File: src/rtl/gap_feedback_monitor_pkg.sv
// Shared definitions for the gap feedback monitor.
// spi_slave_cmd and host-side decoding use the same definitions:
//   - classifier FSM state encodings (exposed on the debug state port)
//   - pulse class codes carried by the classifier commit
//   - bit offsets of the fields inside the 32-bit feedback word
//   - an 8-bit saturating increment shared by the statistics counters
package gap_feedback_monitor_pkg;

  typedef enum logic [1:0] {
    ST_IDLE    = 2'd0,
    ST_BLANK   = 2'd1,
    ST_WAIT_BD = 2'd2,
    ST_HOLD    = 2'd3
  } gap_state_e;

  typedef enum logic [1:0] {
    CLS_NONE   = 2'd0,
    CLS_NORMAL = 2'd1,
    CLS_SHORT  = 2'd2,
    CLS_OPEN   = 2'd3
  } gap_class_e;

  localparam int FB_FIELD_W    = 8;
  localparam int FB_NORMAL_LSB = 24;
  localparam int FB_SHORT_LSB  = 16;
  localparam int FB_OPEN_LSB   = 8;
  localparam int FB_DELAY_LSB  = 0;

  function automatic logic [7:0] sat_inc8(input logic [7:0] v);
    return (v == 8'hFF) ? v : v + 8'd1;
  endfunction

endpackage

File: src/rtl/gap_feedback_monitor_if.sv
// Signal bundle between the discharge/ADC side and the gap feedback monitor.
//   enable, pulse_on, sample_voltage, sample_current : into the monitor
//   feedback_data, feedback_valid                    : out of the monitor
//   dbg_state, dbg_current                           : debug observation
// Handshake: feedback_valid is a one-cycle strobe with no ready/back-pressure.
// The consumer captures feedback_data in the strobe cycle; feedback_data then
// holds until the next strobe or reset.
interface gap_feedback_monitor_if;
  import gap_feedback_monitor_pkg::*;

  logic        enable;
  logic        pulse_on;
  logic [15:0] sample_voltage;
  logic [15:0] sample_current;
  logic [31:0] feedback_data;
  logic        feedback_valid;
  gap_state_e  dbg_state;
  logic [15:0] dbg_current;

  modport master (
    output enable, pulse_on, sample_voltage, sample_current,
    input  feedback_data, feedback_valid, dbg_state, dbg_current
  );

  modport slave (
    input  enable, pulse_on, sample_voltage, sample_current,
    output feedback_data, feedback_valid, dbg_state, dbg_current
  );

endinterface

File: src/rtl/gap_feedback_monitor_classifier.sv
// gap_pulse_classifier: pulse_on rising-edge detect, per-pulse classifier FSM
// and ignition-delay counter.
// Ports:
//   clk, rst         clock, synchronous active-high reset
//   enable           classifier runs only while high (FSM forced to IDLE else)
//   pulse_on         discharge pulse applied
//   sample_voltage   gap voltage code
//   commit_valid     one-cycle pulse: a classification is final this cycle
//   commit_class     NORMAL / SHORT / OPEN when commit_valid
//   commit_delay     ignition delay in cycles (saturating) for NORMAL commits
//   state_o          current FSM state for debug
module gap_pulse_classifier
  import gap_feedback_monitor_pkg::*;
#(
  parameter int          BLANK_CYCLES = 8,
  parameter logic [15:0] V_OPEN_TH    = 16'd2000,
  parameter logic [15:0] V_SHORT_TH   = 16'd300
) (
  input  logic        clk,
  input  logic        rst,
  input  logic        enable,
  input  logic        pulse_on,
  input  logic [15:0] sample_voltage,
  output logic        commit_valid,
  output gap_class_e  commit_class,
  output logic [15:0] commit_delay,
  output gap_state_e  state_o
);

  localparam int BW = $clog2(BLANK_CYCLES + 1);
  localparam logic [BW-1:0] BLANK_LAST = BW'(BLANK_CYCLES - 1);

  gap_state_e  state_q, state_d;
  logic [BW-1:0] blank_q, blank_d;
  logic [15:0] delay_q, delay_d;
  logic        pulse_prev_q, pulse_prev_d;
  logic        rise;

  always_ff @(posedge clk) begin
    if (rst) begin
      state_q      <= ST_IDLE;
      blank_q      <= '0;
      delay_q      <= '0;
      pulse_prev_q <= 1'b0;
    end else begin
      state_q      <= state_d;
      blank_q      <= blank_d;
      delay_q      <= delay_d;
      pulse_prev_q <= pulse_prev_d;
    end
  end

  // The edge register tracks pulse_on even while disabled, so a pulse that is
  // already high when enable rises does not look like a fresh rising edge.
  assign rise = pulse_on & ~pulse_prev_q;

  always_comb begin
    state_d      = state_q;
    blank_d      = blank_q;
    delay_d      = delay_q;
    pulse_prev_d = pulse_on;
    commit_valid = 1'b0;
    commit_class = CLS_NONE;
    commit_delay = delay_q;

    if (!enable) begin
      state_d = ST_IDLE;
      blank_d = '0;
    end else begin
      unique case (state_q)
        ST_IDLE: begin
          // The edge cycle is blanking cycle 0; blank_q holds the index of
          // the cycle being evaluated in BLANK.
          if (rise) begin
            if (BLANK_CYCLES == 1) begin
              state_d = ST_WAIT_BD;
              delay_d = '0;
            end else begin
              state_d = ST_BLANK;
              blank_d = BW'(1);
            end
          end
        end
        ST_BLANK: begin
          if (!pulse_on) begin
            state_d = ST_IDLE;         // runt: nothing is counted
          end else if (blank_q == BLANK_LAST) begin
            state_d = ST_WAIT_BD;
            delay_d = '0;
          end else begin
            blank_d = blank_q + BW'(1);
          end
        end
        ST_WAIT_BD: begin
          // delay_q stays 0 only on the first compare cycle (it saturates,
          // never wraps), so it doubles as the short-window flag.
          if (!pulse_on) begin
            commit_valid = 1'b1;
            commit_class = CLS_OPEN;
            state_d      = ST_IDLE;
          end else if ((delay_q == 16'd0) && (sample_voltage < V_SHORT_TH)) begin
            commit_valid = 1'b1;
            commit_class = CLS_SHORT;
            state_d      = ST_HOLD;
          end else if (sample_voltage < V_OPEN_TH) begin
            commit_valid = 1'b1;
            commit_class = CLS_NORMAL;
            state_d      = ST_HOLD;
          end else if (delay_q != 16'hFFFF) begin
            delay_d = delay_q + 16'd1;
          end
        end
        ST_HOLD: begin
          if (!pulse_on) state_d = ST_IDLE;
        end
        default: state_d = ST_IDLE;
      endcase
    end
  end

  assign state_o = state_q;

endmodule

File: src/rtl/gap_feedback_monitor.sv
// gap_feedback_monitor: per-window discharge statistics.
// Counts NORMAL/SHORT/OPEN pulses from gap_pulse_classifier over windows of
// WINDOW_CYCLES enabled cycles and publishes a packed 32-bit word with a
// one-cycle strobe on the cycle after each window's terminal cycle.
// Ports:
//   clk, rst  clock, synchronous active-high reset
//   bus       slave side of gap_feedback_monitor_if:
//             enable, pulse_on, sample_voltage, sample_current in;
//             feedback_data {normal, short, open, delay field}, feedback_valid,
//             dbg_state, dbg_current out
module gap_feedback_monitor
  import gap_feedback_monitor_pkg::*;
#(
  parameter int          WINDOW_CYCLES = 1000000,
  parameter int          BLANK_CYCLES  = 8,
  parameter logic [15:0] V_OPEN_TH     = 16'd2000,
  parameter logic [15:0] V_SHORT_TH    = 16'd300,
  parameter int          DELAY_SHIFT   = 2
) (
  input  logic                   clk,
  input  logic                   rst,
  gap_feedback_monitor_if.slave  bus
);

  localparam int WW = $clog2(WINDOW_CYCLES);
  localparam logic [WW-1:0] WIN_LAST = WW'(WINDOW_CYCLES - 1);

  logic        commit_valid;
  gap_class_e  commit_class;
  logic [15:0] commit_delay;
  gap_state_e  cls_state;

  gap_pulse_classifier #(
    .BLANK_CYCLES (BLANK_CYCLES),
    .V_OPEN_TH    (V_OPEN_TH),
    .V_SHORT_TH   (V_SHORT_TH)
  ) u_classifier (
    .clk            (clk),
    .rst            (rst),
    .enable         (bus.enable),
    .pulse_on       (bus.pulse_on),
    .sample_voltage (bus.sample_voltage),
    .commit_valid   (commit_valid),
    .commit_class   (commit_class),
    .commit_delay   (commit_delay),
    .state_o        (cls_state)
  );

  logic [WW-1:0] win_q, win_d;
  logic [7:0]    normal_q, normal_d, short_q, short_d, open_q, open_d;
  logic [7:0]    last_delay_q, last_delay_d;
  logic [31:0]   fb_data_q, fb_data_d;
  logic          fb_valid_q, fb_valid_d;
  logic [15:0]   current_q, current_d;

  // Counts/field values including this cycle's commit, if any.
  logic [7:0]  normal_n, short_n, open_n, last_delay_n;
  logic [15:0] delay_shifted;
  logic [31:0] fb_word;

  always_ff @(posedge clk) begin
    if (rst) begin
      win_q        <= '0;
      normal_q     <= '0;
      short_q      <= '0;
      open_q       <= '0;
      last_delay_q <= '0;
      fb_data_q    <= '0;
      fb_valid_q   <= 1'b0;
      current_q    <= '0;
    end else begin
      win_q        <= win_d;
      normal_q     <= normal_d;
      short_q      <= short_d;
      open_q       <= open_d;
      last_delay_q <= last_delay_d;
      fb_data_q    <= fb_data_d;
      fb_valid_q   <= fb_valid_d;
      current_q    <= current_d;
    end
  end

  always_comb begin
    normal_n      = normal_q;
    short_n       = short_q;
    open_n        = open_q;
    last_delay_n  = last_delay_q;
    delay_shifted = commit_delay >> DELAY_SHIFT;
    if (commit_valid) begin
      unique case (commit_class)
        CLS_NORMAL: begin
          normal_n     = sat_inc8(normal_q);
          last_delay_n = (delay_shifted > 16'd255) ? 8'hFF : delay_shifted[7:0];
        end
        CLS_SHORT: short_n = sat_inc8(short_q);
        CLS_OPEN:  open_n  = sat_inc8(open_q);
        default:   ;
      endcase
    end

    fb_word = '0;
    fb_word[FB_NORMAL_LSB +: FB_FIELD_W] = normal_n;
    fb_word[FB_SHORT_LSB  +: FB_FIELD_W] = short_n;
    fb_word[FB_OPEN_LSB   +: FB_FIELD_W] = open_n;
    fb_word[FB_DELAY_LSB  +: FB_FIELD_W] = last_delay_n;

    win_d        = win_q;
    normal_d     = normal_q;
    short_d      = short_q;
    open_d       = open_q;
    last_delay_d = last_delay_n;
    fb_data_d    = fb_data_q;
    fb_valid_d   = 1'b0;
    current_d    = bus.sample_current;

    if (!bus.enable) begin
      win_d    = '0;
      normal_d = '0;
      short_d  = '0;
      open_d   = '0;
    end else if (win_q == WIN_LAST) begin
      // Terminal cycle: a same-cycle commit goes into this word only, so
      // the next window's counts restart from zero.
      win_d      = '0;
      fb_data_d  = fb_word;
      fb_valid_d = 1'b1;
      normal_d   = '0;
      short_d    = '0;
      open_d     = '0;
    end else begin
      win_d    = win_q + WW'(1);
      normal_d = normal_n;
      short_d  = short_n;
      open_d   = open_n;
    end
  end

  assign bus.feedback_data  = fb_data_q;
  assign bus.feedback_valid = fb_valid_q;
  assign bus.dbg_state      = cls_state;
  assign bus.dbg_current    = current_q;

endmodule

File: src/flat_wrapper.sv
// flat-port wrapper written by rule: the top's interface ports become plain ports
module gap_feedback_monitor_flat import gap_feedback_monitor_pkg::*;
#(
  parameter int          WINDOW_CYCLES = 1000000,
  parameter int          BLANK_CYCLES  = 8,
  parameter logic [15:0] V_OPEN_TH     = 16'd2000,
  parameter logic [15:0] V_SHORT_TH    = 16'd300,
  parameter int          DELAY_SHIFT   = 2
)
  (clk, rst, bus_enable, bus_pulse_on, bus_sample_voltage, bus_sample_current, bus_feedback_data, bus_feedback_valid, bus_dbg_state, bus_dbg_current);
  gap_feedback_monitor_if bus_i ();
  input  logic clk;
  input  logic rst;
  input wire logic [$bits(bus_i.enable)-1:0] bus_enable;
  input wire logic [$bits(bus_i.pulse_on)-1:0] bus_pulse_on;
  input wire logic [$bits(bus_i.sample_voltage)-1:0] bus_sample_voltage;
  input wire logic [$bits(bus_i.sample_current)-1:0] bus_sample_current;
  output wire logic [$bits(bus_i.feedback_data)-1:0] bus_feedback_data;
  output wire logic [$bits(bus_i.feedback_valid)-1:0] bus_feedback_valid;
  output wire logic [$bits(bus_i.dbg_state)-1:0] bus_dbg_state;
  output wire logic [$bits(bus_i.dbg_current)-1:0] bus_dbg_current;
  assign bus_i.enable = bus_enable;
  assign bus_i.pulse_on = bus_pulse_on;
  assign bus_i.sample_voltage = bus_sample_voltage;
  assign bus_i.sample_current = bus_sample_current;
  assign bus_feedback_data = bus_i.feedback_data;
  assign bus_feedback_valid = bus_i.feedback_valid;
  assign bus_dbg_state = bus_i.dbg_state;
  assign bus_dbg_current = bus_i.dbg_current;
  gap_feedback_monitor #(.WINDOW_CYCLES(WINDOW_CYCLES), .BLANK_CYCLES(BLANK_CYCLES), .V_OPEN_TH(V_OPEN_TH), .V_SHORT_TH(V_SHORT_TH), .DELAY_SHIFT(DELAY_SHIFT)) u_core (.clk(clk), .rst(rst), .bus(bus_i));
endmodule
File: config.mk
export PLATFORM = sky130hd
export DESIGN_NAME = gap_feedback_monitor_flat
export DESIGN_NICKNAME = d
export VERILOG_FILES = /design/src/rtl/gap_feedback_monitor_pkg.sv /design/src/rtl/gap_feedback_monitor_if.sv /design/src/rtl/gap_feedback_monitor_classifier.sv /design/src/rtl/gap_feedback_monitor.sv /design/src/flat_wrapper.sv
export SDC_FILE = /design/constraint.sdc
export NUM_CORES = 1
export LEC_CHECK = 0
export ABC_AREA = 1
export CAP_MARGIN = 20
export CORE_UTILIZATION = 30
export CTS_CLUSTER_DIAMETER = 150
export DETAILED_ROUTE_END_ITERATION = 7
export RECOVER_POWER = 25
export SETUP_SLACK_MARGIN = 0.2
export SLEW_MARGIN = 10
export SYNTH_ARGS = -nofsm -noshare
export SYNTH_HDL_FRONTEND = slang
export SYNTH_HIERARCHICAL = 1
export SYNTH_SLANG_ARGS = --single-unit
File: constraint.sdc
create_clock -name clk -period 4.5 [get_ports clk]
set_input_delay 0.9 -clock clk [delete_from_list [all_inputs] [get_ports clk]]
set_output_delay 0.9 -clock clk [all_outputs]
set_load 0.05 [all_outputs]
==> reports/qor.csv <==
metric,value,unit
rr_worst_depth,14,
synth_nets,1047,
dp_slack,0.871,ns
crit_required,4.82,ns
core_area,21000,sq um
max_freq,0.272,GHz
synth.avg_cell_area,6.37,sq um
setup.worst_path.class,primary input to flop,
postRouteWirelength,15.2,mm
drc,0,
drt_iter0_drc,412,
vias_per_cell,4.47,
cp-end-kind,flop,
reg2reg_slack,1.80,ns
stdcell_area,8000,sq um
fin_nets,1131,
clock_path_buffers,2,
fin_skew,0.00664,ns
cts_resized,0,
n_antenna_cell,0,
use_met3,4.17,%
cts.hold.buffers_added,0,
cts_root_buf,clkbuf_16,
antenna_found_initial,0,
grt_pass1_vias,5571,
grt_first_pass_wirelength,25.6,mm
drt_pass1_iterations,5,
final-setup-viol-count,0,
status,"finished, violations left",
fin_ws,0.821,ns
worstPathMaxFanout,32,
period_share,81.7,%
peakVddDrop,0.000287,V
min_from,u_core/win_q[0],
grt_max_degree,38,
slew_headroom,-14.2,%
r2r-end,u_core/bus.feedback_data[25],
syn_area,6390,sq um
grt_overflow_total,0,
fp-row-count,53,
yosysSeqAreaShare,38.8,%
postCtsSetupBuffers,0,
worstPathArrival,4.00,ns
cap_violations,1,
postPlaceCellArea,7470,sq um
start_util,30.5,%
place.gp.congestion,0.870,
yosys.cell_types.count,37,
tightestPinTransition,1.71,ns
r2r_start,u_core/u_classifier/state_o[1],
postSynthCellCount,1004,
holdPathEnd,u_core/win_q[0],
top_usage_layer,met2,
track_usage,14.5,%
min_path_cells,1,
drive_above_1_share,6.72,%
violations,"max-capacitance violations, max-slew violations",
fp.dieW,148,um
vias,6157,
p_leak,3.35,nW
dp_cells,1344,
slew_violations,33,
ant_nets,0,
synth_seq_cells,124,
finalHoldViolations,0,
cts_tree,built,
syn2layout_area_growth,25.1,%
crit_path_start_kind,primary input,
clkLatencyLatePin,0.41,ns
cts.sinks,124,
power,0.00257,W
numCtsBuffers,17,
grtUsageMet2,23.6,%
p_per_area,322,nW/um^2
post-route-min-period,3.68,ns
hold_path_class,flop to flop,
design.die.area,21900,sq um
rsz0062_at_grt,no,
io_buffers,84,
fin_cells,1376,
fin_setup_tns,0,ns
io_pins,87,
hpwl,10.9,mm
htree_num_levels,4,
use_met1,18.4,%
fp.dieH,148,um
yosys_warnings,6,
wl_per_cell,11.0,um
clk_pin_slew_worst_paths,0.05,ns
==> layout by cell type, fill, tap and decap left out, drive strengths merged, types with 4 or more instances in the layout <==
cell type and count:
xor2 7, nand4 19, o21ai 18, dfxtp 124, nor3 14, ha 7, clkdlybuf4s50 83, buf 4
inv 143, a31oi 7, a21oi 42, nor2 214, or2 11, nand2 283, clkbuf 23, clkinv 7
nand3 77
==> Yosys cell counts (all sizes together) <==
library cell	number	area share, %
nand3	77	6.3
o211ai	1	0.12
nand2	283	17
ha	7	1.4
buf	15	1.7
nand3b	2	0.23
a22oi	1	0.12
nor3	14	1.1
and2	2	0.20
inv	142	8.4
xnor2	3	0.41
xor2	7	0.96
or2	11	1.1
a31oi	7	0.69
o21ai	18	1.4
clkbuf	10	0.61
nor2	214	13
a21oi	42	3.6
nand4	19	1.9
o21bai	3	0.35
dfxtp	124	39
a211oi	1	0.12
nor3b	1	0.12
==> power breakdown <==
part	switching [W]	internal [W]
Clock	0.000492	0.000727
Sequential	0.0000217	0.00112
Combinational	0.000137	0.0000782
Total	0.000651	0.00192
==> layer usage <==
metal | wire length (um) | part of all wire (%)
met2 | 6750 | 45
met5 | 0 | 0
met4 | 186 | 1.2
met1 | 7430 | 49
met3 | 791 | 5.2
==> flip-flops by register name, indices dropped and copies added, names as in the netlist <==
signal	cells
u_core/u_classifier/state_o	2
u_core/bus.dbg_current	16
u_core/u_classifier/pulse_prev_q	1
u_core/open_q	8
u_core/win_q	20
u_core/bus.feedback_valid	1
u_core/short_q	8
u_core/u_classifier/commit_delay	16
u_core/u_classifier/blank_q	4
u_core/normal_q	8
u_core/last_delay_q	8
u_core/bus.feedback_data	32
==> metrics by stage <==
stage / hold slack (ns) / util [%]
after floorplan: 0.418 / -
after global placement: 0.429 / 35.7
after detailed placement: 0.440 / 35.7
after CTS: 0.449 / 38.2
after global routing: 0.457 / 38.2
final: 0.444 / 38.2
==> critical path, cell delays in order <==
cell,delay (ns)
dlygate4sd3_1,0.55
inv_1,0.06
clkbuf_1,1.23
nand2_1,0.10
inv_1,0.13
nand2_1,0.39
buf_4,0.40
nor3_1,0.23
==> cell type report <==
class                      count  area (sq um)
sequential                   124          2480
multi-input combinational    713          3220
tap                          275           344
fill                        2274         13000
inverter                     142           538
clock buffer                  21           460
clock inverter                11          70.1
timing repair buffer          90           878
==> worst max-delay path by stage <==
| stage | startpoint | end | slack [ns] | cells past startpoint |
|---|---|---|---|---|
| 2_1_floorplan | bus_sample_voltage[11] | u_core/bus.feedback_data[28] | 1.73 | 12 |
| 5_1_grt | rst | u_core/win_q[11] | 0.60 | 8 |
| 3_5_place_dp | bus_sample_voltage[11] | u_core/bus.feedback_data[25] | 0.87 | 15 |
| 6_report | rst | u_core/win_q[11] | 0.82 | 8 |
| 3_3_place_gp | bus_sample_voltage[11] | u_core/bus.feedback_data[25] | 0.91 | 15 |
| 4_1_cts | bus_sample_voltage[11] | u_core/bus.feedback_data[25] | 1.29 | 15 |
==> cells by family after synthesis <==
| logic type | count (synthesis) | share of synthesized area, % |
|---|---|---|
| adder cells (fa/ha/maj) | 7 | 1.37 |
| flip-flops | 124 | 38.8 |
| AND/OR/NAND/NOR | 623 | 41.2 |
| AO/OA/AOI/OAI | 73 | 6.44 |
| XOR/XNOR | 10 | 1.37 |
| buffers and inverters | 167 | 10.7 |
(Power assumes the default switching activity.)
